--- config.mk ---
export PLATFORM = sky130hd
export DESIGN_NAME = row_stream_serializer
export DESIGN_NICKNAME = d
export VERILOG_FILES = /design/src/rtl/row_ser_pkg.sv /design/src/rtl/row_stream_serializer_fifo.sv /design/src/rtl/row_stream_serializer.sv
export SDC_FILE = /design/constraint.sdc
export NUM_CORES = 2
export LEC_CHECK = 0
export CAP_MARGIN = 25
export CORE_UTILIZATION = 50
export CTS_CLUSTER_DIAMETER = 150
export DETAILED_ROUTE_END_ITERATION = 16
export PLACE_DENSITY = 0.69
export SYNTH_ARGS = -nofsm -noshare
export SYNTH_HDL_FRONTEND = slang
export SYNTH_SLANG_ARGS = --single-unit
--- constraint.sdc ---
create_clock -name clk -period 47 [get_ports clk]
set_clock_uncertainty 0.2 [all_clocks]
set_input_delay 9.4 -clock clk [delete_from_list [all_inputs] [get_ports clk]]
set_output_delay 9.4 -clock clk [all_outputs]
set_load 0.1 [all_outputs]
--- src/rtl/row_ser_pkg.sv ---
// Shared sizing defaults, helpers and FSM encoding for the row stream serializer.
package row_ser_pkg;

    localparam int DEF_WIDTH      = 16;
    localparam int DEF_COL        = 64;
    localparam int DEF_ROW        = 256;
    localparam int DEF_LANES      = 8;
    localparam int DEF_FIFO_DEPTH = 4;

    typedef enum logic {
        IDLE   = 1'b0,
        STREAM = 1'b1
    } state_t;

    // Index width for n items, never narrower than one bit.
    function automatic int width_of(input int n);
        return (n > 1) ? $clog2(n) : 1;
    endfunction

    function automatic int beats_of(input int col, input int lanes);
        return col / lanes;
    endfunction

endpackage

--- src/rtl/row_stream_serializer_fifo.sv ---
// Register FIFO of whole rows; push and pop may coincide even when full.
module row_fifo
    import row_ser_pkg::*;
#(
    parameter int DW    = DEF_WIDTH * DEF_COL,
    parameter int DEPTH = DEF_FIFO_DEPTH,
    parameter int PTR_W = width_of(DEPTH)
) (
    input  logic           clk,
    input  logic           rst_n,
    input  logic           push,
    input  logic           pop,
    input  logic [DW-1:0]  din,
    output logic [DW-1:0]  dout,
    output logic           full,
    output logic           empty,
    output logic [PTR_W:0] occupancy
);

    logic [DW-1:0]    mem [DEPTH];
    logic [PTR_W-1:0] wr_ptr;
    logic [PTR_W-1:0] rd_ptr;

    always_ff @(posedge clk or negedge rst_n) begin
        if (!rst_n) begin
            wr_ptr    <= '0;
            rd_ptr    <= '0;
            occupancy <= '0;
        end else begin
            if (push) wr_ptr <= wr_ptr + 1'b1;
            if (pop)  rd_ptr <= rd_ptr + 1'b1;
            if (push && !pop)      occupancy <= occupancy + 1'b1;
            else if (pop && !push) occupancy <= occupancy - 1'b1;
        end
    end

    always_ff @(posedge clk) begin
        if (push) mem[wr_ptr] <= din;
    end

    // Head comes straight from the storage flops: a row written this cycle is
    // only visible after the edge, so there is no path from din to dout.
    assign dout  = mem[rd_ptr];
    assign full  = (occupancy == (PTR_W+1)'(DEPTH));
    assign empty = (occupancy == '0);

endmodule

--- src/rtl/row_stream_serializer.sv ---
// Buffers full rows and streams them as LANES-wide beats with row/matrix markers.
// Optional drop tracking enabled by macro ROW_SER_OVERFLOW_TRACK_EN.
module row_stream_serializer
    import row_ser_pkg::*;
#(
    parameter int WIDTH      = DEF_WIDTH,
    parameter int COL        = DEF_COL,
    parameter int ROW        = DEF_ROW,
    parameter int LANES      = DEF_LANES,
    parameter int FIFO_DEPTH = DEF_FIFO_DEPTH
) (
    input  logic                     clk,
    input  logic                     rst_n,
    input  logic                     en,
    input  logic                     in_valid,
    input  logic [WIDTH*COL-1:0]     in_row,
    output logic                     m_valid,
    input  logic                     m_ready,
    output logic [WIDTH*LANES-1:0]   m_data,
    output logic                     m_last_row,
    output logic                     m_last_mat,
    output logic [$clog2(ROW)-1:0]   row_count,
    output logic                     overflow,
    output logic [15:0]              drop_count
);

    localparam int BEATS     = beats_of(COL, LANES);
    localparam int BEAT_W    = width_of(BEATS);
    localparam int PTR_W     = width_of(FIFO_DEPTH);
    localparam int ROWCNT_W  = $clog2(ROW);
    localparam int BEAT_BITS = WIDTH * LANES;

    state_t               state;
    state_t               state_next;
    logic [BEAT_W-1:0]    beat;
    logic [WIDTH*COL-1:0] shreg;
    logic [WIDTH*COL-1:0] fifo_dout;
    logic                 fifo_full;
    logic                 fifo_empty;
    logic [PTR_W:0]       fifo_occ;
    logic                 last_beat;
    logic                 take;
    logic                 pop;
    logic                 push;
    logic                 drop;

    assign last_beat = (beat == BEAT_W'(BEATS - 1));
    assign take      = en && (state == STREAM) && m_ready;
    assign push      = en && in_valid && ((fifo_occ < (PTR_W+1)'(FIFO_DEPTH)) || pop);
    assign drop      = en && in_valid && fifo_full && !pop;

    row_fifo #(
        .DW    (WIDTH * COL),
        .DEPTH (FIFO_DEPTH),
        .PTR_W (PTR_W)
    ) u_fifo (
        .clk       (clk),
        .rst_n     (rst_n),
        .push      (push),
        .pop       (pop),
        .din       (in_row),
        .dout      (fifo_dout),
        .full      (fifo_full),
        .empty     (fifo_empty),
        .occupancy (fifo_occ)
    );

    always_ff @(posedge clk or negedge rst_n) begin
        if (!rst_n) state <= IDLE;
        else        state <= state_next;
    end

    // A new row is fetched either from idle or as the last beat of the
    // current row is taken, which keeps consecutive rows bubble-free.
    always_comb begin
        state_next = state;
        pop        = 1'b0;
        case (state)
            IDLE: begin
                if (en && !fifo_empty) begin
                    pop        = 1'b1;
                    state_next = STREAM;
                end
            end
            STREAM: begin
                if (take && last_beat) begin
                    if (!fifo_empty) pop = 1'b1;
                    else             state_next = IDLE;
                end
            end
            default: state_next = IDLE;
        endcase
    end

    always_ff @(posedge clk or negedge rst_n) begin
        if (!rst_n) begin
            shreg     <= '0;
            beat      <= '0;
            row_count <= '0;
        end else begin
            if (pop) begin
                shreg <= fifo_dout;
                beat  <= '0;
            end else if (take) begin
                shreg <= shreg >> BEAT_BITS;
                beat  <= last_beat ? '0 : beat + 1'b1;
            end
            if (take && last_beat)
                row_count <= (row_count == ROWCNT_W'(ROW - 1)) ? '0 : row_count + 1'b1;
        end
    end

    assign m_valid    = (state == STREAM);
    assign m_data     = shreg[BEAT_BITS-1:0];
    assign m_last_row = m_valid && last_beat;
    assign m_last_mat = m_last_row && (row_count == ROWCNT_W'(ROW - 1));

`ifdef ROW_SER_OVERFLOW_TRACK_EN
    always_ff @(posedge clk or negedge rst_n) begin
        if (!rst_n) begin
            overflow   <= 1'b0;
            drop_count <= '0;
        end else if (drop) begin
            overflow <= 1'b1;
            if (drop_count != 16'hFFFF) drop_count <= drop_count + 16'd1;
        end
    end
`else
    logic unused_drop;
    assign unused_drop = drop;
    assign overflow    = 1'b0;
    assign drop_count  = '0;
`endif

endmodule
==> metrics.txt <==
status=complete, no violations; Routed Antenna Nets=0; Routed WL=between 400 and 500 mm; Distinct cells, synth=39; final worst slack=between 30,000 and 40,000 ps; post-CTS sizing=0; count leader, synth=edfxtp_1; WP data required=47,440 ps; net count of the finished layout=11,330; fraction of registers with async set/reset=20.30%; maxcap violations=0; First-pass DRT Iterations=5; FF+latch count, synth=5,139; Vias per Instance=between 5 and 6; startpoint types=input pin; # port buffers=1,167; clock sinks=5,139; Worst EP arrival=14,860 ps; CP max-delay cell=and2_4; Syn Inst Count=9,025; Synth Area in XOR/XNOR=0.03973%; area post-placement=roughly 210,000 um^2; pre-CTS WS=roughly 30,000 ps; Leak Pwr=about 84 nW; Row Count=230; placed instance count=14,970; Final Hold Vio Count=0; Synth Warn #=0; largest family of logic cells by synthesized area=multiplexers; largest net degree at the start of global routing=158; clock-pin slew on the worst setup and hold paths=60 ps; Num CTS Buffers=about 530; gpl congestion=0.8124; hpwl dp=292.4 mm; total power draw=12.95 mW; GRT Total Usage=23.29%; Post-synth EDFFs=4,096; Post-Syn Area=198,400 um^2; maximum VDD drop=49.77 uV; R2R cell count=8; clk_lat worst skew=1020 ps; DR vias=93,510; global-route wire length before repair=679.7 mm; Synth area leader=edfxtp_1; crit path buf inv count=7; Yosys top cell area share=roughly 62%; Synth Area in Simple Gates=0.3564%; crit path capture type=register; setup TNS=0 ps; Max Freq=a little under 70 MHz; Max FO, Critical Path=134; total setup buffers inserted after CTS=0; io pins=1,185; Setup Viol. Count Final=0; Synth Area in Compound Gates=0.04667%; initial antenna violation count=~300; Max transition margin=~7.0%; drt wl/cell=29.31 um; Final Non-Filler Cells=~16,000; Initial DRC Count=7,709; cell depth of the worst setup path=10; register area share after synthesis=75.16%; GR Layer Usage met2=~38%; ys flop type=edfxtp_1; final slew viol count=0; hold_buf cts=0; Die Y=631.9 um; met1 Track Usage GR=31.17%; Initial Utilization=50.39%; Post-Syn Area per Cell=approximately 22 um^2; Die Wd=631.9 um; GR met3 Demand/Resource=4.398%; Setup Crit Path Kind=in2reg; Core Util, Final=between 50 and 60%; family with the most delay on the worst path=buffers and inverters; Clock Path Buffers=4; Hold Path Depth=2; CP Cell Sequence=clkdlybuf4s50_1 > a21boi_1 > a21oi_1 > buf_4 > and2_4 > buf_4 > buf_12 > buf_4 > buf_4 > buf_4; CP most frequent cell=buf_4; Area contributors post-synth=edfxtp_1, dfrtp_1, mux4_2; Tcrit/Tclk final=approximately 30%; Post-synth top cells=edfxtp_1, mux2_2, dfrtp_1, mux4_2, buf_2; Slew @ Worst Pin=between 1000 and 1500 ps; Synth Area in Adders=0.06055%; CTS HTree Levels=6; Crit path largest cell delay=760 ps; Pwr Density=55.63 nW/um^2; TritonCTS clock tree=built; DRC=0; fin area=232,900 um^2; post-synthesis mux area share=22.45%; Top Usage Layer GRT=met2; Root Buffer=clkbuf_16; layout cells sized above 1=around 33%; vias in the first global route=just under 100k; WHS=about 320 ps; RSZ-0062 raised after global routing=no; core area=393,700 um^2; Final min period=14,430 ps; Layout Area Growth over Synthesis=17.38%; grt ovf=0; HP Class=reg2reg; die area=399,300 um^2
[per-layer routing]
metal | part of all wire (%) | vias up
met5 | 0.12 | -
met3 | 6.1 | 1050
li1 | - | 39070
met1 | 40 | 50100
met4 | 4.2 | 88
met2 | 50 | 3198
[cell families (layout without fill, tap and decap cells)]
kind of cell | Yosys count | after routing
AOI/OAI and AO/OA | 15 | 15
adders and majority gates | 9 | 9
muxes | 2946 | 2946
xor gates and xnor gates | 9 | 9
buffers and inverters | 736 | 2432
DFF | 5139 | 5139
other | 1 | 144
and+or+nand+nor | 170 | 170
[worst register-to-register path, delay by kind of cell, from the launching register on]
family	cells	cell delay (ps)
buf+inv	6	5220
mux	2	740
flops	1	890
[cell type report]
cell class	count	area [um^2]
Fill cell	27690	160800
Sequential cell	5139	149100
Multi-Input combinational cell	3166	45630
Clock buffer	741	14710
Timing Repair Buffer	1318	13280
Tap cell	5220	6531
Clock inverter	239	2775
Inverter	134	510.5
Antenna cell	127	317.8
[cells in the final DEF (no fill, tap or decap), types with 4 or more instances in the layout]
| cell | Yosys | final |
|---|---|---|
| mux2_2 | 1607 | 1607 |
| inv_8 | 0 | 4 |
| buf_12 | 0 | 25 |
| clkbuf_16 | 0 | 539 |
| clkbuf_8 | 0 | 46 |
| clkinv_16 | 0 | 9 |
| a21oi_1 | 6 | 6 |
| mux2_1 | 187 | 187 |
| mux2i_1 | 128 | 128 |
| nand2_1 | 144 | 144 |
| conb_1 | 1 | 17 |
| diode_2 | 0 | 127 |
| clkinv_8 | 0 | 17 |
| buf_4 | 154 | 142 |
| bufinv_16 | 0 | 35 |
| inv_6 | 0 | 17 |
| dfrtp_1 | 1043 | 1041 |
| clkdlybuf4s50_1 | 0 | 1140 |
| buf_16 | 0 | 11 |
| and2_4 | 0 | 4 |
| edfxtp_1 | 4096 | 4096 |
| clkbuf_1 | 139 | 156 |
| clkinv_1 | 0 | 62 |
| ha_1 | 8 | 8 |
| mux4_2 | 1024 | 1024 |
| clkinv_2 | 0 | 65 |
| inv_16 | 0 | 16 |
| xnor2_1 | 6 | 6 |
| clkinvlp_4 | 0 | 12 |
| inv_1 | 133 | 133 |
[flip-flops by register name, summed over array words and instances, names as in the netlist]
| name | count |
|---|---|
| beat | 3 |
| m_valid | 1 |
| row_count | 8 |
| shreg | 1024 |
| u_fifo.mem | 4096 |
| u_fifo.occupancy | 3 |
| u_fifo.rd_ptr | 2 |
| u_fifo.wr_ptr | 2 |
[where the power goes]
part,switching (mW),internal [mW],total (mW)
clock,1.77,2.41,4.18
sequential,0.332,5.52,5.86
combinational,1.52,1.40,2.92
total,3.62,9.34,13.0
[path summary, 6_finish.rpt]
path	startpoint	end	slack, ps
max	m_ready	u_fifo.mem[0][972]$_DFFE_PP_	32570
min	shreg[1013]$_DFFE_PN0P_	shreg[1013]$_DFFE_PN0P_	320
max reg2reg	u_fifo.rd_ptr[1]$_DFFE_PN0P_	shreg[437]$_DFFE_PN0P_	39840
min reg2reg	shreg[1013]$_DFFE_PN0P_	shreg[1013]$_DFFE_PN0P_	320
max in group asynchronous	rst_n	shreg[568]$_DFFE_PN0P_	34590
min in group asynchronous	rst_n	shreg[648]$_DFFE_PN0P_	8160
No activity file was read; power rests on OpenSTA's default activity.
